`src/rtl/sub8_serial_if.sv`:
```
// sub8_serial_if: start/busy/done handshake and operand/result bus for sub8_serial.
interface sub8_serial_if #(parameter int WIDTH = 8);
  logic             start;
  logic [WIDTH-1:0] A;
  logic [WIDTH-1:0] B;
  logic             bin;
  logic [WIDTH-1:0] D;
  logic             Bout;
  logic             ovfl;
  logic             busy;
  logic             done;
  modport master (output start, A, B, bin, input D, Bout, ovfl, busy, done);
  modport slave  (input start, A, B, bin, output D, Bout, ovfl, busy, done);
endinterface

```
`src/rtl/sub8_serial.sv`:
```
// sub8_serial: bit-serial A - B - bin using one full-subtractor cell, LSB first.
module sub8_serial #(parameter int WIDTH = 8) (
  input logic         clk,
  input logic         reset,
  sub8_serial_if.slave bus
);
  localparam int CW = $clog2(WIDTH) + 1;
  typedef enum logic {IDLE, SHIFT} state_t;
  state_t           r_state, w_next;
  logic [WIDTH-1:0] r_a, r_b, r_r, r_d;
  logic [CW-1:0]    r_cnt;
  logic             r_br, r_asign, r_bsign, r_bout, r_ovfl, r_done;
  logic             w_d, w_brn, w_last, w_load;
  logic [WIDTH-1:0] w_res;
  assign w_d    = r_a[0] ^ r_b[0] ^ r_br;
  assign w_brn  = (~r_a[0] & r_b[0]) | (~(r_a[0] ^ r_b[0]) & r_br);
  assign w_res  = {w_d, r_r[WIDTH-1:1]};
  assign w_load = (r_state == IDLE) && bus.start;
  assign w_last = (r_state == SHIFT) && (r_cnt == CW'(WIDTH - 1));
  always_comb begin
    w_next = r_state;
    w_next = w_load ? SHIFT : w_last ? IDLE : r_state;
  end
  always_ff @(posedge clk or posedge reset)
    if (reset) r_state <= IDLE;
    else       r_state <= w_next;
  always_ff @(posedge clk or posedge reset)
    if (reset) begin
      r_a     <= '0;
      r_b     <= '0;
      r_r     <= '0;
      r_d     <= '0;
      r_cnt   <= '0;
      r_br    <= 1'b0;
      r_asign <= 1'b0;
      r_bsign <= 1'b0;
      r_bout  <= 1'b0;
      r_ovfl  <= 1'b0;
      r_done  <= 1'b0;
    end else begin
      r_done <= w_last;
      if (w_load) begin
        r_a     <= bus.A;
        r_b     <= bus.B;
        r_br    <= bus.bin;
        r_cnt   <= '0;
        r_asign <= bus.A[WIDTH-1];
        r_bsign <= bus.B[WIDTH-1];
      end else if (r_state == SHIFT) begin
        r_a   <= r_a >> 1;
        r_b   <= r_b >> 1;
        r_r   <= w_res;
        r_br  <= w_brn;
        r_cnt <= r_cnt + CW'(1);
        if (w_last) begin
          r_d    <= w_res;
          r_bout <= w_brn;
          r_ovfl <= (r_asign != r_bsign) && (w_d != r_asign);
        end
      end
    end
  assign bus.D    = r_d;
  assign bus.Bout = r_bout;
  assign bus.ovfl = r_ovfl;
  assign bus.busy = (r_state == SHIFT);
  assign bus.done = r_done;
endmodule

```
`src/flat_wrapper.sv`:
```
// flat-port wrapper written by rule: the top's interface ports become plain ports
module sub8_serial_flat 
#(parameter int WIDTH = 8)
  (clk, reset, bus_start, bus_A, bus_B, bus_bin, bus_D, bus_Bout, bus_ovfl, bus_busy, bus_done);
  sub8_serial_if #(.WIDTH(WIDTH)) bus_i ();
  input logic clk;
  input logic reset;
  input wire logic [$bits(bus_i.start)-1:0] bus_start;
  input wire logic [$bits(bus_i.A)-1:0] bus_A;
  input wire logic [$bits(bus_i.B)-1:0] bus_B;
  input wire logic [$bits(bus_i.bin)-1:0] bus_bin;
  output wire logic [$bits(bus_i.D)-1:0] bus_D;
  output wire logic [$bits(bus_i.Bout)-1:0] bus_Bout;
  output wire logic [$bits(bus_i.ovfl)-1:0] bus_ovfl;
  output wire logic [$bits(bus_i.busy)-1:0] bus_busy;
  output wire logic [$bits(bus_i.done)-1:0] bus_done;
  assign bus_i.start = bus_start;
  assign bus_i.A = bus_A;
  assign bus_i.B = bus_B;
  assign bus_i.bin = bus_bin;
  assign bus_D = bus_i.D;
  assign bus_Bout = bus_i.Bout;
  assign bus_ovfl = bus_i.ovfl;
  assign bus_busy = bus_i.busy;
  assign bus_done = bus_i.done;
  sub8_serial #(.WIDTH(WIDTH)) u_core (.clk(clk), .reset(reset), .bus(bus_i));
endmodule
```
`config.mk`:
```
export PLATFORM = sky130hd
export DESIGN_NAME = sub8_serial_flat
export DESIGN_NICKNAME = d
export VERILOG_FILES = /design/src/rtl/sub8_serial_if.sv /design/src/rtl/sub8_serial.sv /design/src/flat_wrapper.sv
export SDC_FILE = /design/constraint.sdc
export NUM_CORES = 1
export LEC_CHECK = 0
export BUFFER_PORTS_ARGS = -buffer_cell sky130_fd_sc_hd__buf_2
export CORE_ASPECT_RATIO = 1.1
export CORE_MARGIN = 10
export CORE_UTILIZATION = 30
export DETAILED_ROUTE_END_ITERATION = 16
export SYNTH_ARGS = -nofsm -noshare
export SYNTH_HDL_FRONTEND = slang
export SYNTH_SLANG_ARGS = --single-unit
```
`constraint.sdc`:
```
create_clock -name clk -period 1.22 [get_ports clk]
set_input_delay 0.061 -clock clk [delete_from_list [all_inputs] [get_ports clk]]
set_output_delay 0.061 -clock clk [all_outputs]
set_load 0.02 [all_outputs]
```
==> reports/qor.yml <==
sta:
  finalSetupViolations: 3
  rsz0062_at_grt: "true"
  drv_slew: 0
  hold_violations: 0
  min_period_ns: 1.39
  skew_ns: 0.00567
  fin_crit_sh_pct: 114
  hold_ws_ns: 0.0310
  max_freq_mhz: 718
  worst_slew_pin_slew_ns: 0.222
  max_slew_margin_pct: 85.2
  fin_ws_ns: -0.173
pwr:
  p_leak_uw: 0.00117
  p_sw_uw: 1970
  combPwrFrac_pct: 43.0
  power_uw: 5790
  p_per_area_nw_per_um2: 2470
  p_sw_share_pct: 34.0
  ir_worst_vdd_uv: 673
  pwr-share-clk_pct: 15.8
  p_int_uw: 3820
  pwr-share-seq_pct: 41.3
worst_setup_path:
  crit_fanout: 3
  worst_setup_path_end_kind: "register"
  crit_arrival_ns: 1.57
  crit_path_start_kind: "register"
  critPathKind: "register to register"
  worstPathRequired_ns: 1.40
  slowest_delay_ns: 0.44
  ff2ff_setup_slack_ns: -0.17
  cp_cell_sequence: "inv_2, fa_2, buf_4, mux2_4"
  crit_slowest_cell: "fa_2"
  r2r_cells: 4
cts:
  cts_num_sinks: 42
  clk_pin_slew_worst_paths_ns: 0.08
  cts_tree: "yes"
  root_buffer: "clkbuf_8"
  cts_buffer_depth: 2
  cts_buffers: 5
  h-tree-depth: 2
  clk_latency_ns: 0.29
detailed_routing:
  ant_nets: 0
  wl_per_cell_um: 12.6
  vias_per_cell: 4.35
  first_iter_violations: 53
  first_pass_iters: 3
  drcViolationCount: 0
  vias: 1197
  wl_mm: 3.47
floorplanning:
  start_util_pct: 31.3
  coreArea_sq_um: 5880
  die_w_um: 94.7
  pin_count: 32
  die_area_sq_um: 9670
  std_cell_rows: 29
  die_h_um: 102
worst_hold_path:
  worstHoldPathCells: 2
  min_path_type: "input port to register"
placement:
  numPortBuffers: 31
  place_congestion: 0.711
  dpl.hpwl_mm: 2.55
grt:
  grt_pass1_vias: 1253
  antenna_found_initial: 0
  grt_use_total_pct: 7.88
  grt_max_degree: 43
  grt-ovfl-total: 0
  grt_pass1_wl_mm: 6.01
final_layout:
  syn_to_final_growth_pct: 27.8
  antennaDiodeCount: 0
  multiInputGateArea_sq_um: 767
  regArea_sq_um: 1050
  drive_gt1_share_pct: 41.4
  n_fill_cell: 584
  nets: 219
status:
  status: "complete, but fails checks"
  violations: "setup timing"
logic_synthesis:
  ys_types: 26
  ys_warn_count: 0
  synth_nets: 169
  synth_area_sq_um: 1840
  synth_seq_area_share_pct: 57.1
  ys_seq_elements: 42
  synth_cells: 147
  avgSynthCellArea_sq_um: 12.5
run:
  maxCapViolCount: 0
[metrics by stage]
| step | setup TNS [ns] | utilization (%) | instances | setup WS [ns] | area, sq um |
|---|---|---|---|---|---|
| after detailed placement | -0.701 | 36.5 | 258 | -0.182 | 2140 |
| after global routing | -0.861 | 40.0 | 275 | -0.222 | 2350 |
| after global placement | -0.522 | 36.5 | 258 | -0.147 | 2140 |
| after CTS | -0.404 | 38.9 | 270 | -0.191 | 2290 |
| final | -0.481 | 40.0 | 275 | -0.173 | 2350 |
| after floorplan | -0.275 | - | 147 | -0.108 | 1850 |
[power groups by stage]
stage / Combinational, uW / Sequential [uW] / Clock (uW)
2_1_floorplan: 1370 / 2550 / 0
3_3_place_gp: 2170 / 2370 / 0
3_5_place_dp: 2210 / 2380 / 0
4_1_cts: 2290 / 2390 / 938
5_1_grt: 2770 / 2480 / 1010
6_report: 2490 / 2390 / 913
[cells in the final DEF, fill, tap and decap left out, types with 2 or more instances in the layout]
master,count
dfrtp_1,41
clkbuf_8,6
nand2b_1,2
nand4b_4,2
nand2_1,18
nor2_1,5
buf_6,2
mux2_2,8
buf_2,31
buf_4,16
inv_2,2
mux2i_1,17
nor2b_1,2
mux2_4,9
o21ai_0,17
[final timing paths]
check	from	end
min in group asynchronous	reset	u_core.r_b[2]
worst max register to register	u_core.r_b[0]	u_core.bus.D[7]
max in group asynchronous	reset	u_core.bus.busy
worst min register to register	u_core.r_b[6]	u_core.r_b[5]
worst max-delay path	u_core.r_b[0]	u_core.bus.D[7]
worst min-delay path	bus_B[7]	u_core.r_bsign
[per-layer routing]
layer  track usage, %  vias to the layer above  part of all wire, %
met5                0                        -                    0
met4             4.49                        0                  2.5
met3             2.93                        5                  5.4
met2             12.1                       18                   47
met1             9.29                      567                   45
li1                 -                      607                    -
[cell type report]
cell class                      instances  share of cell area (%)
Clock buffer                            7                    3.67
Multi-Input combinational cell         93                    32.6
Sequential cell                        42                    44.8
Clock inverter                          1                   0.213
Timing Repair Buffer                   51                    14.0
Inverter                                4                   0.639
Tap cell                               77                    4.10
[synthesized netlist by cell type (all sizes together)]
| master | instances | area (sq um) |
|---|---|---|
| ha | 1 | 12.5 |
| clkbuf | 1 | 3.75 |
| nand2b | 2 | 12.5 |
| o21ai | 18 | 90.1 |
| nor3b | 1 | 7.51 |
| a21o | 1 | 7.51 |
| a211oi | 1 | 7.51 |
| and3b | 1 | 8.76 |
| mux2i | 17 | 170 |
| mux2 | 17 | 210 |
| inv | 4 | 15.0 |
| dfrtp | 42 | 1050 |
| nor2 | 5 | 18.8 |
| xnor2 | 1 | 8.76 |
| nor2b | 2 | 12.5 |
| a21oi | 2 | 10.0 |
| nand3 | 1 | 5.00 |
| nand4b | 1 | 23.8 |
| or2b | 1 | 7.51 |
| fa | 1 | 20.0 |
| nand2 | 18 | 67.6 |
| buf | 8 | 60.1 |
| xor2 | 1 | 8.76 |
[repair_timing]
action	4_1_cts	5_1_grt
buffers inserted	2	5
pin swaps	1	1
resized for setup	4	8
hold buffers	1	0
endpoints found under the hold margin	42	0
endpoints found under the setup margin	12	19
cloned	1	0
[worst max-delay path, delay by kind of cell, from the launching register on]
family / cells / cell delay, ns
fa+ha+maj: 1 / 0.44
flops: 1 / 0.39
mux: 1 / 0.25
buf+inv: 2 / 0.21
[flip-flops by register name (all words and copies together) (netlist names)]
name and flops:
u_core.bus.D 8, u_core.r_a 8, u_core.r_b 8, u_core.r_r 7
u_core.r_cnt 4, u_core.bus.Bout 1, u_core.bus.busy 1, u_core.bus.done 1
u_core.bus.ovfl 1, u_core.r_asign 1, u_core.r_br 1, u_core.r_bsign 1
[cell families after synthesis]
family / share of synthesized area [%]
compound gates: 6.26
xor+xnor: 0.953
buf+inv: 4.28
flops: 57.1
fa+ha+maj: 1.77
mux: 20.7
simple gates: 8.91
Power figures use the tool's default switching activity.
